[src/rtl/st7735_sink.sv]
// Receive-side model of the ST7735 4-wire SPI link: oversamples cs/sclk/mosi/dc,
// deframes bytes, decodes CASET/RASET/RAMWR and emits one strobe per written pixel.
module st7735_sink #(
   parameter int unsigned C_color_bits = 16,
   parameter int unsigned C_x_bits     = 8,
   parameter int unsigned C_y_bits     = 8
) (
   input  logic                    clk,
   input  logic                    resetn,
   input  logic                    oled_cs,
   input  logic                    oled_clk,
   input  logic                    oled_mosi,
   input  logic                    oled_dc,
   input  logic                    lcd_resetn,
   output logic                    cmd_valid,
   output logic [7:0]              cmd,
   output logic                    pixel_valid,
   output logic [C_x_bits-1:0]     px_x,
   output logic [C_y_bits-1:0]     px_y,
   output logic [C_color_bits-1:0] px_color,
   output logic                    frame_done
);

   typedef enum logic [2:0] {S_IDLE, S_CASET, S_RASET, S_RAMWR, S_SKIP} state_t;

   typedef struct packed {
      logic                    rise;
      logic                    mosi;
      logic                    dc;
      logic [6:0]              shift;
      logic [2:0]              bit_cnt;
      logic                    byte_vld;
      logic [7:0]              byte_dat;
      logic                    byte_dc;
      state_t                  state;
      logic [1:0]              arg;
      logic [7:0]              arg_hi;
      logic [C_x_bits-1:0]     xs_tmp;
      logic [C_y_bits-1:0]     ys_tmp;
      logic [C_x_bits-1:0]     xs;
      logic [C_x_bits-1:0]     xe;
      logic [C_x_bits-1:0]     x;
      logic [C_y_bits-1:0]     ys;
      logic [C_y_bits-1:0]     ye;
      logic [C_y_bits-1:0]     y;
      logic                    half_vld;
      logic [7:0]              half;
      logic                    cmd_valid;
      logic [7:0]              cmd;
      logic                    pixel_valid;
      logic [C_x_bits-1:0]     px_x;
      logic [C_y_bits-1:0]     px_y;
      logic [C_color_bits-1:0] px_color;
      logic                    frame_done;
   } core_t;

   function automatic core_t core_rst();
      core_t r;
      r       = '0;
      r.state = S_IDLE;
      r.xe    = C_x_bits'(127);
      r.ye    = C_y_bits'(159);
      return r;
   endfunction

   logic [1:0] cs_sync, sclk_sync, mosi_sync, dc_sync, lrst_sync;
   logic       sclk_prev, cs_prev;
   logic       cs_s, sclk_s;

   core_t q, d;
   logic                    emit;
   logic [C_color_bits-1:0] emit_color;
   logic [15:0]             arg_val;

   assign cs_s   = cs_sync[1];
   assign sclk_s = sclk_sync[1];

   // Two-flop synchronizers; only resetn touches them so lcd_resetn can release itself
   always_ff @(posedge clk or negedge resetn) begin
      if (!resetn) begin
         cs_sync   <= 2'b11;
         sclk_sync <= 2'b00;
         mosi_sync <= 2'b00;
         dc_sync   <= 2'b00;
         lrst_sync <= 2'b00;
         sclk_prev <= 1'b0;
         cs_prev   <= 1'b1;
      end else begin
         cs_sync   <= {cs_sync[0], oled_cs};
         sclk_sync <= {sclk_sync[0], oled_clk};
         mosi_sync <= {mosi_sync[0], oled_mosi};
         dc_sync   <= {dc_sync[0], oled_dc};
         lrst_sync <= {lrst_sync[0], lcd_resetn};
         sclk_prev <= sclk_s;
         cs_prev   <= cs_s;
      end
   end

   // Core state register; synced lcd_resetn low acts as a synchronous full reset
   always_ff @(posedge clk or negedge resetn) begin
      if (!resetn)            q <= core_rst();
      else if (!lrst_sync[1]) q <= core_rst();
      else                    q <= d;
   end

   always_comb begin
      d             = q;
      emit          = 1'b0;
      emit_color    = '0;
      arg_val       = {q.arg_hi, q.byte_dat};
      d.cmd_valid   = 1'b0;
      d.pixel_valid = 1'b0;
      d.frame_done  = 1'b0;
      d.byte_vld    = 1'b0;

      // Edge stage: mosi/dc taken from the same synced stage as the sclk rise
      d.rise = sclk_s & ~sclk_prev & ~cs_prev;
      d.mosi = mosi_sync[1];
      d.dc   = dc_sync[1];

      // Deframer: a rise always wins over a simultaneous cs clear
      if (q.rise) begin
         d.shift   = {q.shift[5:0], q.mosi};
         d.bit_cnt = q.bit_cnt + 3'd1;
         if (q.bit_cnt == 3'd7) begin
            d.byte_vld = 1'b1;
            d.byte_dat = {q.shift, q.mosi};
            d.byte_dc  = q.dc;
         end
      end else if (cs_s) begin
         d.bit_cnt = '0;
      end

      if (q.byte_vld) begin
         if (!q.byte_dc) begin
            d.cmd_valid = 1'b1;
            d.cmd       = q.byte_dat;
            d.half_vld  = 1'b0;
            d.arg       = '0;
            case (q.byte_dat)
               8'h2A:   d.state = S_CASET;
               8'h2B:   d.state = S_RASET;
               8'h2C: begin
                  d.state = S_RAMWR;
                  d.x     = q.xs;
                  d.y     = q.ys;
               end
               default: d.state = S_SKIP;
            endcase
         end else begin
            case (q.state)
               S_CASET, S_RASET: begin
                  d.arg = q.arg + 2'd1;
                  if (!q.arg[0]) begin
                     d.arg_hi = q.byte_dat;
                  end else if (q.arg == 2'd1) begin
                     d.xs_tmp = C_x_bits'(arg_val);
                     d.ys_tmp = C_y_bits'(arg_val);
                  end else begin
                     if (q.state == S_CASET) begin
                        d.xs = q.xs_tmp;
                        d.xe = C_x_bits'(arg_val);
                     end else begin
                        d.ys = q.ys_tmp;
                        d.ye = C_y_bits'(arg_val);
                     end
                     d.state = S_IDLE;
                  end
               end
               S_RAMWR: begin
                  if (C_color_bits == 16 && !q.half_vld) begin
                     d.half     = q.byte_dat;
                     d.half_vld = 1'b1;
                  end else begin
                     emit       = 1'b1;
                     d.half_vld = 1'b0;
                     emit_color = (C_color_bits == 16) ? C_color_bits'({q.half, q.byte_dat})
                                                       : C_color_bits'(q.byte_dat);
                  end
               end
               default: ;
            endcase
         end
      end else if (cs_s) begin
         d.half_vld = 1'b0;
      end

      // Pixel strobe carries the pre-advance pointer, then the pointer walks the window
      if (emit) begin
         d.pixel_valid = 1'b1;
         d.px_x        = q.x;
         d.px_y        = q.y;
         d.px_color    = emit_color;
         if (q.x < q.xe) begin
            d.x = q.x + C_x_bits'(1);
         end else begin
            d.x = q.xs;
            if (q.y < q.ye) begin
               d.y = q.y + C_y_bits'(1);
            end else begin
               d.y          = q.ys;
               d.frame_done = 1'b1;
            end
         end
      end
   end

   assign cmd_valid   = q.cmd_valid;
   assign cmd         = q.cmd;
   assign pixel_valid = q.pixel_valid;
   assign px_x        = q.px_x;
   assign px_y        = q.px_y;
   assign px_color    = q.px_color;
   assign frame_done  = q.frame_done;

endmodule

[config.mk]
export PLATFORM = sky130hd
export DESIGN_NAME = st7735_sink
export DESIGN_NICKNAME = d
export VERILOG_FILES = /design/src/rtl/st7735_sink.sv
export SDC_FILE = /design/constraint.sdc
export NUM_CORES = 1
export LEC_CHECK = 0
export CORE_MARGIN = 2
export CORE_UTILIZATION = 45
export CTS_CLUSTER_DIAMETER = 200
export DETAILED_ROUTE_END_ITERATION = 16
export HOLD_SLACK_MARGIN = 0.1
export SKIP_LAST_GASP = 1
export SLEW_MARGIN = 20
export SYNTH_ARGS = -nofsm -noshare
export SYNTH_HDL_FRONTEND = slang
export SYNTH_SLANG_ARGS = --single-unit
[constraint.sdc]
create_clock -name clk -period 2.9 [get_ports clk]
set_input_delay 0.58 -clock clk [delete_from_list [all_inputs] [get_ports clk]]
set_output_delay 0.58 -clock clk [all_outputs]
set_load 0.005 [all_outputs]
* After elaboration in Yosys (flattened, before gate mapping)
Cells that the tools add are included.
Widths: inputs -> output; s select.
** Word-level totals
- Register bits :: 156
- Input port bits :: 7
- Output and inout port bits :: 43
- Word-level logic and storage cells :: 138
** Cells by class
- $add $sub $neg :: 4
- Magnitude comparators :: 2
- Eq/ne operators :: 31
- Muxes and demuxes :: 52
- Bitwise gates (word level) :: 4
- Reductions and logical operators :: 11
** Operators by type and width (count)
- $mux 16 :: 12
- $mux 152 :: 1
- $mux 8 :: 12
- $mux 77 :: 1
- $mux 45 :: 1
- $mux 40 :: 1
- $mux 34 :: 1
- $mux 32 :: 1
- $eq 8x6->1 const B :: 3
- $mux 10 :: 2
- $ne 2x1->1 const B :: 10
- $mux 9 :: 2
- $mux 17 :: 1
- $add 8x1->8 const B :: 2
- $lt 8x8->1 :: 2
- $mux 3 :: 4
- $ne 3x2->1 const B :: 4
- $reduce_and 6->1 :: 2
- $mux 1 :: 10
- $pmux 3 s3 :: 1
- $ne 2x2->1 const B :: 4
- $reduce_and 2->1 :: 4
- $reduce_and 4->1 :: 2
- $mux 7 :: 1
- 15 further kinds :: 20

* Logic depth before layout (Yosys ltp)
- Word-level depth :: 10
- Mapped depth :: 9
- Mapped depth without buffers :: 8

* Worst setup path after synthesis
OpenSTA, ideal clock, no wires.
- Path kind :: register to register
- Start point :: register q[62] (netlist bit)
- End point :: register q[57] (netlist bit)
- Setup time :: 0.127 ns
- Data arrival time :: 2.186 ns
- Setup slack :: 0.587 ns
- Stages on the path, launching flop included :: 10
- Path buffers :: 1
- Clock period less this slack :: 2.313 ns
- Cell sequence :: dfstp_2 -> inv_1 -> ha_1 -> a211o_2 -> a31oi_2 -> o41ai_4 -> or3b_1 -> buf_6 -> nor3b_2 -> a211oi_2
** Between the ends
- Word-level cells in the longest chain between the ends :: 5
** RTL lines
- start, declared :: line 70 : core_t q, d;
- start signal, assigned :: line 101 : if (!resetn) q <= core_rst();
- start signal, assigned :: line 102 : else if (!lrst_sync[1]) q <= core_rst();
- $lt 8x8->1 :: line 198 : if (q.y < q.ye) begin
- $mux 8 :: line 198
- $mux 8 :: line 194 : if (q.x < q.xe) begin
- $mux 8 :: line 189 : if (emit) begin
- $mux 152 :: line 102
Every way passes these cells.
A chain may end at the register's enable or synchronous reset.

* Worst setup path in the final report
- Start point :: register q[62] (netlist bit)
- End point :: register q[55] (netlist bit)
Same word-level chain as after synthesis.

==> out/summary.txt <==
Reg2Reg Capture Point: q[55]
outcome: finished, final reports clean
share of layout cells above drive strength 1: 0.1513
final setup violation count: 0
Post-CTS Setup Repair Bufs: 0
Async S/R FF share, synth: 1.000
hold buffers post-CTS: 0
worst endpoint required time: 3.20 ns
post-synth top area cell: dfrtp_1
final hold vios: 0
Routed WL: 15390 um
synth cell count leaders: dfrtp_1, nand2_1, buf_4
Std-Cell Rows: 45
Seq cells post-synth: 148
Inserted Clock Buffers: 17
Starting Density: 0.4589
Yosys cell types: 64
clock-pin transition on the worst setup and hold timing paths: 0.06 ns
post-synth top area share: 0.4735
clk_lat worst skew: 0.43 ns
Die Wd: 128.5 um
Core Area: 15200 um^2
Tmin final: 2.551 ns
Tightest Pin Transition: 0.6351 ns
DIE AREA: 16520 um^2
total power: 4.513 mW
vias after detailed routing: 4763
gp weighted congestion: 0.8947
Seq/Total Area, Yosys: 0.5337
Fin Setup TNS: 0 ns
FMAX: 392.0 MHz
initial antenna violation count: 0
Die H: 128.5 um
GRT Residual Overflow: 0
Static Leak: 3.719 nW
Max clock buf depth: 2
Slew Viols, Final: 0
PD cells: 565.2 nW/um^2
top_reg_cell synth: dfrtp_1
CP arrival: 2.85 ns
Syn Nets: 674
Slew headroom: 0.5766
hold crit path type: primary input to async pin
pin count of the biggest net entering global routing: 63
DP HPWL: 10520 um
Clock Sinks: 148
worst r2r src: q[62]
drt first pass iters: 4
ANT cells: 0
setup repair after global routing missed its margin: false
top post-synthesis cells by area: dfrtp_1, dfstp_2, nand2_1
IO Pins: 50
cell count after synthesis: 648
Crit Path Max Fanout: 9
clk_skew: 0.006459 ns
max cap viols: 0
period utilization: 0.8796
Avg Synthesized Cell Area: 10.77 um^2
count leader, synth: dfrtp_1
dpl ws: 0.3794 ns
Critical Path Source Type: register
Yosys warnings: 0
GRT Total Usage: 0.2026
vias in the first global route: 4890
Vias per Instance: 5.610
Reg2Reg Depth: 8
Post-synth EDFFs: 0
first-pass GRT wire length: 25540 um
endpoint class of the critical path: register
Root Driver: clkbuf_16
flop-to-flop setup slack: 0.35 ns
IO buf count: 49
nets: 674
DRC Markers: 0
Antenna Nets Post-Route: 0
post-DR wirelength/cell: 18.13 um
VDD IR max: 0.3740 mV
min setup slack post-route: 0.3491 ns
Iter 0 DRT Violations: 370
H-tree depth: 4
Setup Crit Path Kind: register to register
Synth Cell Area: 6977 um^2
CTS tree: done
synth-to-layout area growth: 14.45%
PostCTS Resize Cnt: 0
[cell usage in the layout (no fill, tap or decap), drive strengths merged, types with 12 or more instances in the layout]
cell / count
buf: 15
o21ai: 16
nor2: 37
clkbuf: 25
mux2i: 22
mux2: 16
clkdlybuf4s50: 48
nand2b: 13
nand2: 90
inv: 21
a21oi: 36
ha: 19
dfrtp: 132
dfstp: 16
and3: 12
a22o: 34
[state kept, by name (all words and copies together), names as in the netlist, 8 cells and up]
signal and cells:
q 85, px_color 16, arg_val 8, cmd 8, px_x 8, px_y 8
[layout make-up]
type | instances | area (um^2)
multi-input cells | 397 | 2693
flip-flops and latches | 148 | 3724
clock inverters | 7 | 117.6
fillers | 1314 | 7217
clock buffers | 25 | 515.5
inverters | 21 | 78.83
well taps | 188 | 235.2
repair buffers | 63 | 621.8
[cell families after synthesis]
family / count (synthesis) / synth area share
AOI/OAI and AO/OA: 132 / 0.1467
buffers and inverters: 103 / 0.08106
adders and majority gates: 19 / 0.03407
xor gates and xnor gates: 7 / 0.008788
and+or+nand+nor: 201 / 0.1383
DFF: 148 / 0.5337
muxes: 38 / 0.05739
[report_power, final]
part,switching (mW),internal (mW),leakage [nW],total [mW]
Sequential,0.00987,2.08,1.99,2.09
Clock,0.829,1.49,0.313,2.32
Combinational,0.0776,0.0270,1.42,0.105
[per-layer routing]
metal | track usage | vias up | wire (um)
met5 | 0 | - | 0
met3 | 0.04865 | 27 | 539
met2 | 0.3217 | 98 | 7455
met1 | 0.2683 | 2404 | 7053
li1 | - | 2234 | -
met4 | 0.08568 | 0 | 346
[how the worst max path moves through the flow]
| stage | startpoint | endpoint | slack [ns] | cells past startpoint |
|---|---|---|---|---|
| detailed placement | q[62] | q[55] | 0.38 | 8 |
| global route | q[62] | q[55] | 0.23 | 8 |
| global placement | q[62] | q[55] | 0.45 | 8 |
| finish | q[62] | q[55] | 0.35 | 8 |
| CTS | q[62] | q[55] | 0.35 | 8 |
| floorplan | q[62] | q[57] | 0.59 | 9 |
[critical path, stage by stage, from the launching register on]
cell and delay [ns]:
dfstp_2 0.53, inv_1 0.04, ha_1 0.29, a211o_2 0.31, a31oi_2 0.20, o41ai_4 0.16
or3b_1 0.57, o221ai_1 0.24, a21oi_1 0.09
[stage by stage]
stage / hold WS [ns] / cells / utilization / cell area, um^2
floorplan: 0.2844 / 648 / - / 6977
global placement: 0.3317 / 817 / 0.4836 / 7352
detailed placement: 0.3364 / 817 / 0.4836 / 7352
CTS: 0.1476 / 849 / 0.5253 / 7985
global route: 0.1684 / 849 / 0.5253 / 7985
finish: 0.1277 / 849 / 0.5253 / 7985
Power figures use the tool's default switching activity.
